--- config.mk ---
export PLATFORM = sky130hd
export DESIGN_NAME = seq_mul16_flat
export DESIGN_NICKNAME = d
export VERILOG_FILES = /design/src/rtl/seq_mul_pkg.sv /design/src/rtl/seq_mul16_if.sv /design/src/rtl/seq_mul16_alu16.sv /design/src/rtl/seq_mul16.sv /design/src/flat_wrapper.sv
export SDC_FILE = /design/constraint.sdc
export NUM_CORES = 1
export LEC_CHECK = 0
export CORE_ASPECT_RATIO = 0.9
export CORE_MARGIN = 5
export CORE_UTILIZATION = 30
export DETAILED_ROUTE_END_ITERATION = 6
export HOLD_SLACK_MARGIN = 0.02
export MAX_ROUTING_LAYER = met4
export SLEW_MARGIN = 20
export SYNTH_ARGS = -nofsm -noshare
export SYNTH_HDL_FRONTEND = slang
export SYNTH_SLANG_ARGS = --single-unit
--- constraint.sdc ---
create_clock -name clk -period 4.2 [get_ports clk]
set_clock_uncertainty 0.1 [all_clocks]
set_input_delay 0.84 -clock clk [delete_from_list [all_inputs] [get_ports clk]]
set_output_delay 0.84 -clock clk [all_outputs]
set_load 0.01 [all_outputs]
--- src/rtl/seq_mul_pkg.sv ---
// Shared definitions for the seq_mul16 shift-and-add multiplier.
// Optional build macro: SEQ_MUL_ZERO_SKIP_EN (see seq_mul16.sv).
package seq_mul_pkg;

  localparam int MUL_WIDTH = 16;
  localparam int MUL_STEPS = 16;

  typedef enum logic [1:0] {
    MUL_IDLE = 2'd0,
    MUL_RUN  = 2'd1,
    MUL_DONE = 2'd2
  } mul_state_t;

endpackage

--- src/rtl/seq_mul16_if.sv ---
// Start/busy/done handshake plus operand/product bus between the control
// unit (master) and the seq_mul16 multiplier (slave).
interface seq_mul16_if;
  import seq_mul_pkg::*;

  logic                     start;
  logic [MUL_WIDTH-1:0]     a;
  logic [MUL_WIDTH-1:0]     b;
  logic                     busy;
  logic                     done;
  logic [2*MUL_WIDTH-1:0]   product;

  modport master (
    output start, a, b,
    input  busy, done, product
  );

  modport slave (
    input  start, a, b,
    output busy, done, product
  );

endinterface

--- src/rtl/seq_mul16_alu16.sv ---
// ALU16: 16-bit adder reused by the multiplier as its per-step accumulator
// adder. Modeled as a plain add; synthesis maps it to the ripple chain.
module alu16 (
  input  logic [15:0] a,
  input  logic [15:0] b,
  input  logic        cin,
  output logic [15:0] x,
  output logic        cout
);

  // Sum with carry-out captured as the 17th bit
  assign {cout, x} = {1'b0, a} + {1'b0, b} + {16'b0, cin};

endmodule

--- src/rtl/seq_mul16.sv ---
// seq_mul16: 16x16 unsigned shift-and-add multiplier, one step per cycle
// through ALU16; 17 cycles from accepted start to the done pulse.
// Optional build macro: SEQ_MUL_ZERO_SKIP_EN -- when defined, a start with a
// zero operand skips the iteration and reports product 0 one cycle later.
module seq_mul16
  import seq_mul_pkg::*;
#(
  parameter int WIDTH = 16,
  parameter int CNT_W = 5
) (
  input  logic        clk,
  input  logic        rst,
  seq_mul16_if.slave  bus
);

  localparam logic [CNT_W-1:0] LAST_STEP = CNT_W'(MUL_STEPS - 1);

  mul_state_t             state;
  logic [WIDTH-1:0]       mcand;
  logic [WIDTH-1:0]       hi;
  logic [WIDTH-1:0]       lo;
  logic [CNT_W-1:0]       cnt;
  logic [2*WIDTH-1:0]     product_r;

  logic [WIDTH-1:0]       alu_b;
  logic [WIDTH-1:0]       alu_x;
  logic                   alu_cout;
  logic [WIDTH-1:0]       hi_next;
  logic [WIDTH-1:0]       lo_next;

  // Partial product: add the multiplicand only when the current multiplier bit is set
  assign alu_b = lo[0] ? mcand : '0;

  alu16 u_alu16 (
    .a    (hi),
    .b    (alu_b),
    .cin  (1'b0),
    .x    (alu_x),
    .cout (alu_cout)
  );

  // Shift {cout, X, lo} right by one: carry lands in hi MSB, X LSB moves into lo
  assign hi_next = {alu_cout, alu_x[WIDTH-1:1]};
  assign lo_next = {alu_x[0], lo[WIDTH-1:1]};

  // Control FSM and iteration datapath
  always_ff @(posedge clk) begin
    if (rst) begin
      state     <= MUL_IDLE;
      mcand     <= '0;
      hi        <= '0;
      lo        <= '0;
      cnt       <= '0;
      product_r <= '0;
    end else begin
      unique case (state)
        MUL_IDLE, MUL_DONE: begin
          if (bus.start) begin
            mcand <= bus.a;
            hi    <= '0;
            lo    <= bus.b;
            cnt   <= '0;
`ifdef SEQ_MUL_ZERO_SKIP_EN
            if ((bus.a == '0) || (bus.b == '0)) begin
              product_r <= '0;
              state     <= MUL_DONE;
            end else begin
              state <= MUL_RUN;
            end
`else
            state <= MUL_RUN;
`endif
          end else begin
            state <= MUL_IDLE;
          end
        end
        MUL_RUN: begin
          hi  <= hi_next;
          lo  <= lo_next;
          cnt <= cnt + 1'b1;
          if (cnt == LAST_STEP) begin
            product_r <= {hi_next, lo_next};
            state     <= MUL_DONE;
          end
        end
        default: state <= MUL_IDLE;
      endcase
    end
  end

  assign bus.busy    = (state == MUL_RUN);
  assign bus.done    = (state == MUL_DONE);
  assign bus.product = product_r;

endmodule

--- src/flat_wrapper.sv ---
// flat-port wrapper written by rule: the top's interface ports become plain ports
module seq_mul16_flat import seq_mul_pkg::*;
#(
  parameter int WIDTH = 16,
  parameter int CNT_W = 5
)
  (clk, rst, bus_start, bus_a, bus_b, bus_busy, bus_done, bus_product);
  seq_mul16_if bus_i ();
  input  logic clk;
  input  logic rst;
  input wire logic [$bits(bus_i.start)-1:0] bus_start;
  input wire logic [$bits(bus_i.a)-1:0] bus_a;
  input wire logic [$bits(bus_i.b)-1:0] bus_b;
  output wire logic [$bits(bus_i.busy)-1:0] bus_busy;
  output wire logic [$bits(bus_i.done)-1:0] bus_done;
  output wire logic [$bits(bus_i.product)-1:0] bus_product;
  assign bus_i.start = bus_start;
  assign bus_i.a = bus_a;
  assign bus_i.b = bus_b;
  assign bus_busy = bus_i.busy;
  assign bus_done = bus_i.done;
  assign bus_product = bus_i.product;
  seq_mul16 #(.WIDTH(WIDTH), .CNT_W(CNT_W)) u_core (.clk(clk), .rst(rst), .bus(bus_i));
endmodule
# Word level (Yosys, flattened, before mapping)

Index checks and enable logic that the tools add are counted.

Mux-type cells: 10
Reductions and logical operators: 6
Equality and inequality tests: 5
$add $sub $neg: 2

Operators with widths:

| cell                                                   | count |
|---|---|
| case mux 16 bit (2 select lines)                       | 2 |
| two-way mux 16 bit                                     | 3 |
| adder 16 x 16 -> 17 bit                                | 1 |
| case mux 5 bit (2 select lines)                        | 1 |
| AND reduction 2 bit                                    | 3 |
| adder 5 x 1 -> 5 bit (second input constant)           | 1 |
| equality test 5 x 4 -> 1 bit (second input constant)   | 1 |
| two-way mux 5 bit                                      | 1 |
| case mux 2 bit (2 select lines)                        | 1 |
| equality test 2 x 1 -> 1 bit (second input constant)   | 1 |
| equality test 2 bit (second input constant)            | 1 |
| zero test 2 bit                                        | 1 |
| two-way mux 2 bit                                      | 1 |
| inequality test 2 x 1 -> 1 bit (second input constant) | 1 |
| inequality test 2 bit (second input constant)          | 1 |
| nonzero test 2 bit                                     | 1 |
| OR reduction 2 bit                                     | 1 |
| two-way mux 1 bit                                      | 1 |

Bits in registers: 87
Output and inout port bits: 34
Logic and storage cells: 29

# Depth between registers and ports, before layout

Gate-level depths: netlist of the first run.

Depth after elaboration: 4
Depth in mapped cells: 9
Mapped depth without buffers: 8

# Cells and area by module

A second synthesis of the first run with hierarchy kept.

Cell total of the unflattened synthesis: 429
Area total of the unflattened synthesis: 3951.3 um^2

By module, submodules not included:

| module    | seq. area each (um^2) | cells an instance | instances | area each (um^2) |
|---|---|---|---|---|
| seq_mul16 | 1741.7                | 340               | 1         | 3218.1 |
| alu16     | 0.0                   | 89                | 1         | 733.2 |

# Worst setup path after synthesis of the first run

No wires, ideal clock.

Kind: register to register
Start: register u_core.lo[0]
End: register u_core.hi[11]
Path buffers: 1
Data arrival time: 2.438 ns
Setup time: 0.117 ns
Path slack: 1.545 ns
Required time: 3.983 ns
Stages on the path, launching flop included: 10
Cell sequence: dfxtp_1 clkbuf_1 and2_1 ha_1 fa_1 a21o_1 a311oi_2 nor3_1 or3_1 a32o_1

Word-level cells in the longest chain between the ends: 3

Ends and longest elaborated chain:

| item                             | line                  | source |
|---|---|---|
| from (decl)                      | seq_mul16.sv:21       | `logic [WIDTH-1:0] lo;` |
| from (signal assigned)           | seq_mul16.sv:61       | `lo <= bus.b;` |
| from (signal assigned)           | seq_mul16.sv:79       | `lo <= lo_next;` |
| two-way mux 16 bit               | seq_mul16.sv:32       | `assign alu_b = lo[0] ? mcand : '0;` |
| adder 16 x 16 -> 17 bit          | seq_mul16_alu16.sv:12 | `assign {cout, x} = {1'b0, a} + {1'b0, b} + {16'b0, cin};` |
| case mux 16 bit (2 select lines) | seq_mul16.sv:56       | `unique case (state)` |
| to (signal assigned)             | seq_mul16.sv:78       | `hi <= hi_next;` |
| to (decl)                        | seq_mul16.sv:20       | `logic [WIDTH-1:0] hi;` |

Every way passes these cells.
A chain may end at the register's enable or synchronous reset.

# Worst setup path after layout of the first run

Same ends and word-level chain as after synthesis.

==> impl_metrics.json, run 1 <==
{
  "drv_cap": 0,
  "ys_seq_elements": 87,
  "worstSetupPathType": "register to register",
  "drc": 0,
  "synth-seq-area-share_pct": 42.3,
  "grt_max_degree": 53,
  "final_cell_mix": "nand2_1, dfxtp_1, a21oi_1",
  "n_antenna_cell": 0,
  "cts_buffers": 9,
  "vdd_drop_max_v": 0.000216,
  "wl_per_cell_um": 15.4,
  "fp-row-count": 40,
  "finalNonFillerCells": 725,
  "layout.nets": 606,
  "initial_utilization_pct": 30.7,
  "postLayoutCellArea_um2": 5230,
  "dp_hpwl_mm": 7.88,
  "slew_viol_final": 0,
  "arrival_ns": 3.15,
  "root_buffer": "clkbuf_16",
  "fin_ws_ns": 1.19,
  "syn2layout_area_growth_pct": 26.9,
  "place.gp.congestion": 0.864,
  "relSlewSlack_pct": 24.2,
  "die_area_um2": 16200,
  "timing.final.crit_share_pct": 71.7,
  "fmax_mhz": 332,
  "final_common_cell": "nand2_1",
  "ant_nets": 0,
  "finalCriticalPeriod_ns": 3.01,
  "pre_cts_ws_ns": 1.24,
  "p_sw_mw": 0.456,
  "end_kind": "register",
  "synth.avg_cell_area_um2": 8.19,
  "tightest_slew_ns": 1.14,
  "fin_tns_setup_ns": 0,
  "io_buffers": 68,
  "path_clk_slew_ns": 0.07,
  "tritoncts": "yes",
  "p_per_area_nw_per_um2": 362,
  "h-tree-depth": 3,
  "hold_class": "register to register",
  "yosys.cell_types.count": 56,
  "antenna_found_initial": 0,
  "vias": 3735,
  "hold_ws_ns": 0.354,
  "setup_viol": 0,
  "grt_pass1_wl_mm": 18.5,
  "p_int_mw": 1.44,
  "cts_setup_buffers": 0,
  "synth_edf_count": 0,
  "grt_pass1_vias": 3595,
  "cts_resized": 0,
  "clockBufferDepth": 2,
  "overflow": 0,
  "start_kind": "register",
  "globalRouteTotalUtil_pct": 14.5,
  "drtPass1Iterations": 5,
  "rsz0062_at_grt": "no",
  "cts_hold_buf": 0,
  "synth_ff_type": "dfxtp_1",
  "vias_per_cell": 5.15,
  "drt_iter0_drc": 398,
  "die_x_um": 134,
  "post_dp_cell_area_um2": 4900,
  "power_frac_seq_pct": 45.8,
  "fp.dieH_um": 121,
  "p_clk_share_pct": 46.7,
  "crit_fanout": 17,
  "swShare_pct": 24.1,
  "core_um2": 13400,
  "io_pins": 69,
  "hold_viol": 0,
  "ys.warnings.count": 0,
  "syn_nets": 557,
  "syn-cell-area_um2": 4120,
  "synthCells": 503,
  "cts_num_sinks": 87,
  "drive_gt1_share_pct": 5.57,
  "post-place-cells": 709,
  "async_flop_share_pct": 0,
  "wl_mm": 11.2,
  "insertion_delay_ns": 0.34,
  "pwr-share-comb_pct": 7.5,
  "crit_required_ns": 4.34,
  "power_mw": 1.89,
  "final_util_pct": 39.0,
  "status": "finished, final reports clean",
  "p_leak_nw": 2.00
}
-- power by group through the flow --
| stage | sequential (mW) | clock, mW | combinational, mW |
|---|---|---|---|
| 2_1_floorplan | 0.878 | 0 | 0.0860 |
| 3_3_place_gp | 0.885 | 0 | 0.140 |
| 3_5_place_dp | 0.886 | 0 | 0.143 |
| 4_1_cts | 0.867 | 0.904 | 0.143 |
| 5_1_grt | 0.871 | 0.944 | 0.158 |
| 6_report | 0.867 | 0.884 | 0.142 |
-- routing by layer --
layer  part of all wire (%)  wire, µm  vias to the layer above  GRT usage [%]
met1                     50      5560                     1721           19.5
met3                    4.7       526                       16           3.86
met5                      0         0                        -              -
met2                     43      4850                      108           21.0
li1                       -         -                     1890              -
met4                    2.3       261                        0           5.53
-- final timing paths --
check | from | end | slack (ns) | cells after the start
max | u_core.lo[0] | u_core.hi[11] | 1.19 | 8
min | u_core.bus.product[14] | u_core.bus.product[14] | 0.35 | 2
max reg2reg | u_core.lo[0] | u_core.hi[11] | 1.19 | 8
min reg2reg | u_core.bus.product[14] | u_core.bus.product[14] | 0.35 | 2
-- cell usage after synthesis, types with 6 or more instances --
cell	count	area share [%]
a21o_1	8	1.5
a21oi_1	73	8.9
a22oi_1	22	4.0
and2_1	20	3.0
clkbuf_1	27	2.5
dfxtp_1	87	42
ha_1	18	5.5
nand2_1	109	9.9
nand3_1	10	1.2
nand3b_1	6	1.1
nor2_1	25	2.3
o21ai_0	9	1.1
-- cell type report --
type | count | area [µm²]
repair buffers | 72 | 706
flip-flops and latches | 87 | 1740
multi-input cells | 379 | 2230
well taps | 168 | 210
fillers | 1347 | 8180
clock buffers | 9 | 225
clock inverters | 7 | 103
inverters | 3 | 11.3
-- cells by family after synthesis --
kind of cell | Yosys count | share of synthesized area [%]
compound gates | 152 | 24.1
buf+inv | 37 | 3.70
flops | 87 | 42.3
simple gates | 202 | 22.7
fa+ha+maj | 19 | 5.95
xor+xnor | 6 | 1.28
-- sequential cells by signal, summed over array words and instances, names as in the netlist --
register and count:
u_core.hi 16, u_core.bus.product 32, u_core.lo 16, u_core.cnt 5, u_core.state 2, u_core.mcand 16
-- critical path, stage by stage, from the launching register on --
cell      delay [ns]
dfxtp_1         0.47
and2_1          0.25
ha_1            0.22
fa_1            0.41
a21o_1          0.24
a311oi_2        0.43
nor3_1          0.18
or3_1           0.34
a32o_1          0.26
Power figures use the tool's default switching activity.
==> inputs of run 2 (changes only) <==
clock period = 2.4 ns   (was 4.2 ns; I/O delays follow)
==> impl_metrics.json, run 2 (synthesis results as in run 1) <==
{
  "status": "finished, violations left",
  "failed_checks": "negative setup slack",
  "arrival_ns": 2.55,
  "worstSetupPathType": "register to register",
  "final_util_pct": 41.7,
  "timing.final.crit_share_pct": 101,
  "fill_cells": 1316,
  "globalRouteTotalUtil_pct": 14.8,
  "slew_viol_final": 0,
  "worstPathCellList": "and2_4 -> ha_4 -> fa_2 -> a21o_1 -> a311oi_2 -> buf_4 -> nor3_2 -> or3_1 -> a32o_1",
  "final_cell_mix": "nand2_1, dfxtp_1, a21oi_1",
  "grt_pass1_vias": 3895,
  "power_mw": 3.22,
  "drive_gt1_share_pct": 14.6,
  "fin_tns_setup_ns": -0.0182,
  "overflow": 0,
  "layout.nets": 637,
  "setup_viol": 1,
  "syn2layout_area_growth_pct": 35.7,
  "rsz0062_at_grt": "yes",
  "h-tree-depth": 3,
  "fp-row-count": 40,
  "p_leak_nw": 2.15,
  "post-place-cells": 736,
  "drtPass1Iterations": 4,
  "grt_pass1_wl_mm": 19.1,
  "cp_num_buf_inv": 1,
  "wl_per_cell_um": 15.5,
  "crit_fanout": 7,
  "end_kind": "register",
  "hold_viol": 0,
  "largest_reg_flops": 32,
  "core_um2": 13400,
  "io_pins": 69,
  "die_area_um2": 16200,
  "insertion_delay_ns": 0.34,
  "relSlewSlack_pct": 57.4,
  "finalCriticalPeriod_ns": 2.42,
  "drt_iter0_drc": 228,
  "drc": 0,
  "cp_slowest_cell": "dfxtp_4",
  "start_kind": "register",
  "die_x_um": 134,
  "hold_ws_ns": 0.353,
  "initial_utilization_pct": 30.7,
  "vias": 3869,
  "hold_class": "register to register",
  "crit_required_ns": 2.53,
  "n_antenna_cell": 0,
  "root_buffer": "clkbuf_16",
  "vdd_drop_max_v": 0.000378,
  "antenna_found_initial": 0,
  "fp.dieH_um": 121,
  "path_clk_slew_ns": 0.07,
  "slowest_delay_ns": 0.36,
  "p_per_area_nw_per_um2": 576,
  "clockBufferDepth": 2,
  "final_common_cell": "nand2_1",
  "io_buffers": 68,
  "fin_ws_ns": -0.0182,
  "grt_max_degree": 34,
  "place.gp.congestion": 0.816,
  "finalNonFillerCells": 756,
  "tightest_slew_ns": 0.638,
  "vias_per_cell": 5.12,
  "drv_cap": 0,
  "fmax_mhz": 414,
  "cts_num_sinks": 87,
  "ant_nets": 0,
  "dp_hpwl_mm": 8.39,
  "tritoncts": "yes",
  "cp_top_family": "compound AO/OA/AOI/OAI gates",
  "cts_buffers": 9,
  "wl_mm": 11.7
}
run 2: worst min-delay path: cells and delay by family, from the launching register on:
family          cells  cell delay (ns)
compound gates      1             0.05
simple gates        1             0.05
flops               1             0.31
run 2: layout make-up:
cell class,instances,area [µm²],area share [%]
multi-input cells,379,2380,42.6
flip-flops and latches,87,1750,31.2
repair buffers,103,938,16.8
clock buffers,9,225,4.03
well taps,168,210,3.76
clock inverters,7,80.1,1.43
inverters,3,12.5,0.224
run 2: repair_timing:
| item | CTS | global route |
|---|---|---|
| endpoints found under the setup margin | 6 | 18 |
| gates resized for setup | 6 | 25 |
| endpoints found under the hold margin | 0 | 0 |
| buffers inserted | 0 | 4 |
| pin swaps | 0 | 16 |
| hold buffers | 0 | 0 |
run 2: final timing paths:
kind                              start               endpoint  slack [ns]  cells after the start
hold reg to reg   u_core.bus.product[8]  u_core.bus.product[8]        0.35                      2
setup reg to reg           u_core.lo[0]          u_core.hi[11]       -0.02                      9
hold / removal    u_core.bus.product[8]  u_core.bus.product[8]        0.35                      2
setup / recovery           u_core.lo[0]          u_core.hi[11]       -0.02                      9
run 2: where the power goes:
part / total (mW) / switching (mW) / internal (mW)
sequential: 1.52 / 0.0301 / 1.49
clock: 1.43 / 0.610 / 0.821
combinational: 0.277 / 0.156 / 0.121
total: 3.22 / 0.796 / 2.43
run 2: routing by layer:
layer	part of all wire (%)	GRT usage (%)	wire, µm
met5	0	-	0
met4	1.2	3.73	136
met3	3.7	2.74	434
met2	45	23.4	5330
met1	50	19.7	5820
run 2: through the flow:
stage / setup slack (ns) / cell area [µm²]
6_report: -0.0182 / 5590
2_1_floorplan: -0.0586 / 4160
3_3_place_gp: -0.0340 / 5130
4_1_cts: -0.0287 / 5460
5_1_grt: -0.0920 / 5590
3_5_place_dp: -0.0800 / 5130
